`src/rtl/hdmi_stream_gen_pkg.sv`:
```
// Shared types and constants for the hdmi_stream_gen video source:
// FSM state encoding, 24-bit RGB pixel type and the colour-bar palette.
package hdmi_stream_gen_pkg;

  typedef enum logic [1:0] {
    ST_IDLE = 2'd0,
    ST_RUN  = 2'd1,
    ST_STOP = 2'd2
  } state_e;

  typedef logic [23:0] rgb_t;

  localparam rgb_t BAR_WHITE   = 24'hFFFFFF;
  localparam rgb_t BAR_YELLOW  = 24'hFFFF00;
  localparam rgb_t BAR_CYAN    = 24'h00FFFF;
  localparam rgb_t BAR_GREEN   = 24'h00FF00;
  localparam rgb_t BAR_MAGENTA = 24'hFF00FF;
  localparam rgb_t BAR_RED     = 24'hFF0000;
  localparam rgb_t BAR_BLUE    = 24'h0000FF;
  localparam rgb_t BAR_BLACK   = 24'h000000;

  // Colour of vertical bar idx, left (0) to right (7).
  function automatic rgb_t bar_colour(input logic [2:0] idx);
    case (idx)
      3'd0:    return BAR_WHITE;
      3'd1:    return BAR_YELLOW;
      3'd2:    return BAR_CYAN;
      3'd3:    return BAR_GREEN;
      3'd4:    return BAR_MAGENTA;
      3'd5:    return BAR_RED;
      3'd6:    return BAR_BLUE;
      default: return BAR_BLACK;
    endcase
  endfunction

endpackage

```
`src/rtl/hdmi_stream_gen_counter.sv`:
```
// Horizontal/vertical raster counters and region decode for hdmi_stream_gen.
// Line order is ACT, FP, SYNC, BP both horizontally and vertically.
// Counters are held at 0 while run is low.
module hdmi_stream_gen_counter #(
  parameter int H_ACT  = 1280,
  parameter int H_FP   = 110,
  parameter int H_SYNC = 40,
  parameter int H_BP   = 220,
  parameter int V_ACT  = 720,
  parameter int V_FP   = 5,
  parameter int V_SYNC = 5,
  parameter int V_BP   = 20,
  localparam int H_TOTAL = H_ACT + H_FP + H_SYNC + H_BP,
  localparam int V_TOTAL = V_ACT + V_FP + V_SYNC + V_BP,
  localparam int HCW     = $clog2(H_TOTAL),
  localparam int VCW     = $clog2(V_TOTAL)
) (
  input  logic           clk,
  input  logic           rst,
  input  logic           run,
  output logic [HCW-1:0] h_cnt,
  output logic [VCW-1:0] v_cnt,
  output logic           act_region,
  output logic           in_hsync,
  output logic           in_vsync,
  output logic           frame_end
);

  logic [HCW-1:0] h_cnt_q, h_cnt_d;
  logic [VCW-1:0] v_cnt_q, v_cnt_d;
  logic           line_end;

  // Next-count and region decode from the current raster position.
  always_comb begin
    line_end   = (int'(h_cnt_q) == H_TOTAL - 1);
    frame_end  = line_end && (int'(v_cnt_q) == V_TOTAL - 1);
    act_region = (int'(h_cnt_q) < H_ACT) && (int'(v_cnt_q) < V_ACT);
    in_hsync   = (int'(h_cnt_q) >= H_ACT + H_FP) && (int'(h_cnt_q) < H_ACT + H_FP + H_SYNC);
    in_vsync   = (int'(v_cnt_q) >= V_ACT + V_FP) && (int'(v_cnt_q) < V_ACT + V_FP + V_SYNC);
    h_cnt_d    = h_cnt_q;
    v_cnt_d    = v_cnt_q;
    if (!run) begin
      h_cnt_d = '0;
      v_cnt_d = '0;
    end else if (line_end) begin
      h_cnt_d = '0;
      v_cnt_d = frame_end ? '0 : v_cnt_q + 1'b1;
    end else begin
      h_cnt_d = h_cnt_q + 1'b1;
    end
  end

  // Raster position registers.
  always_ff @(posedge clk) begin
    if (rst) begin
      h_cnt_q <= '0;
      v_cnt_q <= '0;
    end else begin
      h_cnt_q <= h_cnt_d;
      v_cnt_q <= v_cnt_d;
    end
  end

  assign h_cnt = h_cnt_q;
  assign v_cnt = v_cnt_q;

endmodule

```
`src/rtl/hdmi_stream_gen.sv`:
```
// hdmi_stream_gen: head of the packed video chain. Generates raster timing,
// pulls RGB pixels from an upstream valid/ready stream during the active area
// and emits o_pack = {clk, hsync, vsync, de, rgb, x, y} one cycle after the
// raster position it describes.
// Optional feature: define HDMI_TPG_EN to build the colour-bar test pattern
// selected by pattern_sel; without it pattern_sel is ignored.
module hdmi_stream_gen
  import hdmi_stream_gen_pkg::*;
#(
  parameter int H_ACT  = 1280,
  parameter int V_ACT  = 720,
  parameter int H_FP   = 110,
  parameter int H_SYNC = 40,
  parameter int H_BP   = 220,
  parameter int V_FP   = 5,
  parameter int V_SYNC = 5,
  parameter int V_BP   = 20,
  parameter bit HS_POL = 1'b1,
  parameter bit VS_POL = 1'b1,
  localparam int XW     = $clog2(H_ACT),
  localparam int YW     = $clog2(V_ACT),
  localparam int PACK_W = 3*8 + 4 + XW + YW,
  localparam int HCW    = $clog2(H_ACT + H_FP + H_SYNC + H_BP),
  localparam int VCW    = $clog2(V_ACT + V_FP + V_SYNC + V_BP)
) (
  input  logic              clk,
  input  logic              rst,
  input  logic              en,
  input  logic              pix_valid,
  input  logic [23:0]       pix_data,
  output logic              pix_ready,
  input  logic              pattern_sel,
  output logic              frame_start,
  output logic [15:0]       underflow_cnt,
  output logic [PACK_W-1:0] o_pack
);

  function automatic logic [15:0] sat_inc(input logic [15:0] v);
    return (v == 16'hFFFF) ? v : v + 16'd1;
  endfunction

  state_e         state_q;
  logic           running;
  logic [HCW-1:0] h_cnt;
  logic [VCW-1:0] v_cnt;
  logic           act_region, in_hsync, in_vsync, frame_end;
  logic           de_cur, tpg_cur;
  rgb_t           bar_rgb;

  assign running = (state_q != ST_IDLE);

  hdmi_stream_gen_counter #(
    .H_ACT(H_ACT), .H_FP(H_FP), .H_SYNC(H_SYNC), .H_BP(H_BP),
    .V_ACT(V_ACT), .V_FP(V_FP), .V_SYNC(V_SYNC), .V_BP(V_BP)
  ) u_timing (
    .clk       (clk),
    .rst       (rst),
    .run       (running),
    .h_cnt     (h_cnt),
    .v_cnt     (v_cnt),
    .act_region(act_region),
    .in_hsync  (in_hsync),
    .in_vsync  (in_vsync),
    .frame_end (frame_end)
  );

  // Run control: en only decides whether the next frame starts; a started
  // frame always runs to its end so downstream never sees a truncated frame.
  always_ff @(posedge clk) begin
    if (rst) begin
      state_q <= ST_IDLE;
    end else begin
      case (state_q)
        ST_IDLE: if (en) state_q <= ST_RUN;
        ST_RUN: begin
          if (frame_end)  state_q <= en ? ST_RUN : ST_IDLE;
          else if (!en)   state_q <= ST_STOP;
        end
        ST_STOP: begin
          if (frame_end)  state_q <= en ? ST_RUN : ST_IDLE;
          else if (en)    state_q <= ST_RUN;
        end
        default: state_q <= ST_IDLE;
      endcase
    end
  end

`ifdef HDMI_TPG_EN
  logic tpg_q, tpg_d;

  // Pattern selection is latched only when a frame begins so a frame is never mixed.
  always_comb begin
    tpg_d = tpg_q;
    if ((state_q == ST_IDLE && en) || (running && frame_end)) tpg_d = pattern_sel;
  end

  // Per-frame pattern select register.
  always_ff @(posedge clk) begin
    if (rst) tpg_q <= 1'b0;
    else     tpg_q <= tpg_d;
  end

  assign tpg_cur = running & tpg_q;
  assign bar_rgb = bar_colour(3'((int'(h_cnt) * 8) / H_ACT));
`else
  logic unused_pattern_sel;
  assign unused_pattern_sel = pattern_sel;
  assign tpg_cur = 1'b0;
  assign bar_rgb = '0;
`endif

  assign de_cur    = running & act_region;
  assign pix_ready = de_cur & ~tpg_cur & ~rst;

  logic           hs_q, hs_d, vs_q, vs_d, de_q, fs_q, fs_d;
  rgb_t           rgb_q, rgb_d;
  logic [XW-1:0]  x_q, x_d;
  logic [YW-1:0]  y_q, y_d;
  logic [15:0]    uf_q, uf_d;

  // Output-stage values for the current raster position; missing pixels become black.
  always_comb begin
    hs_d = (running & in_hsync) ? HS_POL : ~HS_POL;
    vs_d = (running & in_vsync) ? VS_POL : ~VS_POL;
    rgb_d = '0;
    if (de_cur) rgb_d = tpg_cur ? bar_rgb : (pix_valid ? pix_data : '0);
    x_d  = de_cur ? h_cnt[XW-1:0] : '0;
    y_d  = de_cur ? v_cnt[YW-1:0] : '0;
    fs_d = de_cur & (h_cnt == '0) & (v_cnt == '0);
    uf_d = (de_cur & ~tpg_cur & ~pix_valid) ? sat_inc(uf_q) : uf_q;
  end

  // Stage p0 -> output register: every o_pack field lags the raster by one cycle.
  always_ff @(posedge clk) begin
    if (rst) begin
      hs_q  <= ~HS_POL;
      vs_q  <= ~VS_POL;
      de_q  <= 1'b0;
      rgb_q <= '0;
      x_q   <= '0;
      y_q   <= '0;
      fs_q  <= 1'b0;
      uf_q  <= '0;
    end else begin
      hs_q  <= hs_d;
      vs_q  <= vs_d;
      de_q  <= de_cur;
      rgb_q <= rgb_d;
      x_q   <= x_d;
      y_q   <= y_d;
      fs_q  <= fs_d;
      uf_q  <= uf_d;
    end
  end

  assign frame_start   = fs_q;
  assign underflow_cnt = uf_q;
  assign o_pack        = {clk, hs_q, vs_q, de_q, rgb_q, x_q, y_q};

endmodule
```
`config.mk`:
```
export PLATFORM = sky130hd
export DESIGN_NAME = hdmi_stream_gen
export DESIGN_NICKNAME = d
export VERILOG_FILES = /design/src/rtl/hdmi_stream_gen_pkg.sv /design/src/rtl/hdmi_stream_gen_counter.sv /design/src/rtl/hdmi_stream_gen.sv
export SDC_FILE = /design/constraint.sdc
export NUM_CORES = 1
export LEC_CHECK = 0
export CAP_MARGIN = 20
export CORE_MARGIN = 5
export CORE_UTILIZATION = 47
export CTS_CLUSTER_DIAMETER = 120
export CTS_CLUSTER_SIZE = 8
export DETAILED_ROUTE_END_ITERATION = 10
export GPL_TIMING_DRIVEN = 0
export PLACE_DENSITY_LB_ADDON = 0.3
export SLEW_MARGIN = 10
export SYNTH_ARGS = -nofsm -noshare
export SYNTH_HDL_FRONTEND = slang
export SYNTH_SLANG_ARGS = --single-unit
```
`constraint.sdc`:
```
create_clock -name clk -period 2.06 [get_ports clk]
set_clock_uncertainty 0.15 [all_clocks]
set_input_delay 0.309 -clock clk [delete_from_list [all_inputs] [get_ports clk]]
set_output_delay 0.309 -clock clk [all_outputs]
set_load 0.01 [all_outputs]
```
==> impl_metrics.toml <==
[detailed_routing]
drtIter0Drc = 192
wirelength_um = 8420
vias = 2903
drc = 0
wl_per_cell_um = 14.98
vias_per_cell = 5.165
dr.pass1.iters = 4
final_antenna_net_count = 0

[setup_path]
start_kind = "flip-flop"
crit_start = "u_timing.v_cnt[8]"
crit_type = "flip-flop to output pin"
cp_num_buf_inv = 1
regToRegStartpoint = "u_timing.v_cnt[8]"
critPathSlowestCell = "dfxtp_4"
critPathMaxStageDelay_ps = 360
arrival_ps = 1590
cp_max_fo = 3
crit_path_end_kind = "output pin"
cp_cell_sequence = "nand4b_1 -> o211ai_4 -> nor2_4 -> buf_6"
crit_required_ps = 1600
path_delay_family = "flip-flops"

[clock_tree]
ctsHoldBuffers = 0
worstSkewPairLatency_ps = 450
cts_tree = "built"
clk_pin_slew_worst_paths_ps = 80

[layout]
fin_cells = 562
nFillCells = 536
area_growth_pct = 43.73
layout_common_cells = "clkdlybuf4s50_1 (91), dfxtp_1 (78), nor2_1 (39)"
final_net_count = 498
drive_above_1_share_pct = 14.59
finish.utilization_pct = 70.20
final_common_cell = "clkdlybuf4s50_1"
num_antenna_cells = 0

[synthesis]
netlist_instances = 343
yosysSeqAreaShare_pct = 52.23
synth_top_area_share_pct = 52.23
ys_ff_latch = 88
syn-num-nets = 380
post_synth.cell_area_avg_sq_um = 9.835
synth_cell_types = 41
synth-edff-count = 0
synth.area.top_cells = "dfxtp_1 (52%), and3_1 (6.9%), xor2_1 (4.7%), nor2_1 (4.6%), and2_1 (3.7%)"
postSynth.asyncResetShare_pct = 0
synth_area_sq_um = 3373
yosysTopAreaCell = "dfxtp_1"
synth_flop_cell = "dfxtp_1"
yosysWarnings = 0

[placed_design]
place_congestion = 0.8967
dp_cells = 532
place_ws_ps = -630.5
dp_hpwl_um = 5751
port_buffers = 93

[die]
core_sq_um = 6907
die_w_um = 94.72
die_area_sq_um = 8971
rows = 30
die_y_um = 94.72
io_pins = 96
start_util_pct = 48.84

[worst_hold_path]
hold_class = "input pin to flip-flop"
hp-start = "rst"

[timing]
drv_slew = 0
period_minus_slack_ps = 2053
hold_violations = 0
setup_ws_ps = 6.792
rsz0062_at_grt = "yes"
maxSlewHeadroom_pct = 63.44
worst_pin_slew_ps = 548.5
max_freq_mhz = 487.0
setup_viol = 0
fin_crit_sh_pct = 99.67
hold_slack_ps = 261.6

[global_routing]
first_global_vias = 2828
grt_max_degree = 15
grt_usage_pct = 19.03
gr-total-overflow = 0
antenna_found_initial = 0
grt_pass1_wl_um = 13290

[flow_run]
cap_violations = 0

[power]
vdd_ir_drop_max_mv = 0.4423
power_density_nw_per_um2 = 708.9
p_leak_nw = 1.941

[status]
outcome = "finished, final reports clean"
## metrics by stage
| stage | power, mW | area (sq um) | TNS [ps] |
|---|---|---|---|
| floorplan | 1.871 | 3373 | 0 |
| global placement | 2.006 | 4424 | -607.0 |
| detailed placement | 2.011 | 4424 | -722.4 |
| CTS | 3.485 | 4815 | -50.83 |
| global route | 3.592 | 4848 | -59.23 |
| finish | 3.437 | 4848 | 0 |
## kinds of logic after synthesis
logic type      synth area share (%)
mux                           0.8902
fa+ha+maj                      2.967
flops                          52.23
compound gates                 6.639
xor+xnor                       7.270
simple gates                   25.74
buf+inv                        4.265
## power by group
| group | internal, mW | total, mW | leakage, nW | switching [mW] |
|---|---|---|---|---|
| combinational | 0.104 | 0.186 | 1.07 | 0.0816 |
| clock | 0.907 | 1.53 | 0.150 | 0.620 |
| sequential | 1.71 | 1.72 | 0.716 | 0.0104 |
## path summary, 6_finish.rpt
kind / to / slack [ps] / depth (start not counted)
min: state_q[0] / 260 / 2
max reg2reg: underflow_cnt[12] / 70 / 7
max: pix_ready / 7 / 4
min reg2reg: state_q[1] / 320 / 1
## Yosys cell counts, types with 7 or more instances
cell and instances:
nand3_1 8, clkbuf_1 11, nor2_1 41, nand2_1 16, xnor2_1 10, nor4_1 7
and3_1 37, inv_1 8, ha_1 8, dfxtp_1 88, and2_1 20, xor2_1 18
a21oi_1 7
## sequential cells by signal (all words and copies together) (netlist names)
signal	cells
de_q	1
u_timing.v_cnt	10
rgb_q	24
underflow_cnt	16
state_q	2
frame_start	1
vs_q	1
u_timing.h_cnt	11
hs_q	1
x_q	11
y_q	10
## metal layers
metal | GRT usage (%) | vias up | wire length, um
met5 | 0 | - | 0
li1 | - | 1416 | -
met2 | 31.47 | 119 | 4219
met1 | 22.01 | 1343 | 3450
met3 | 5.976 | 25 | 543
met4 | 9.856 | 0 | 205
## timing repair
action / CTS / global route
setup endpoints to repair: 2 / 22
pin swaps: 5 / 4
gates resized for setup: 27 / 12
setup buffers: 8 / 5
## final cells by class
type / instances / area, sq um / area share (%)
Clock buffer: 15 / 197.7 / 4.077
Inverter: 8 / 30.03 / 0.6194
Tap cell: 96 / 120.1 / 2.477
Buffer: 19 / 110.1 / 2.271
Clock inverter: 5 / 78.83 / 1.626
Multi-Input combinational cell: 226 / 1510 / 31.15
Timing Repair Buffer: 105 / 1020 / 21.03
Sequential cell: 88 / 1782 / 36.75
Power figures use the tool's default switching activity.
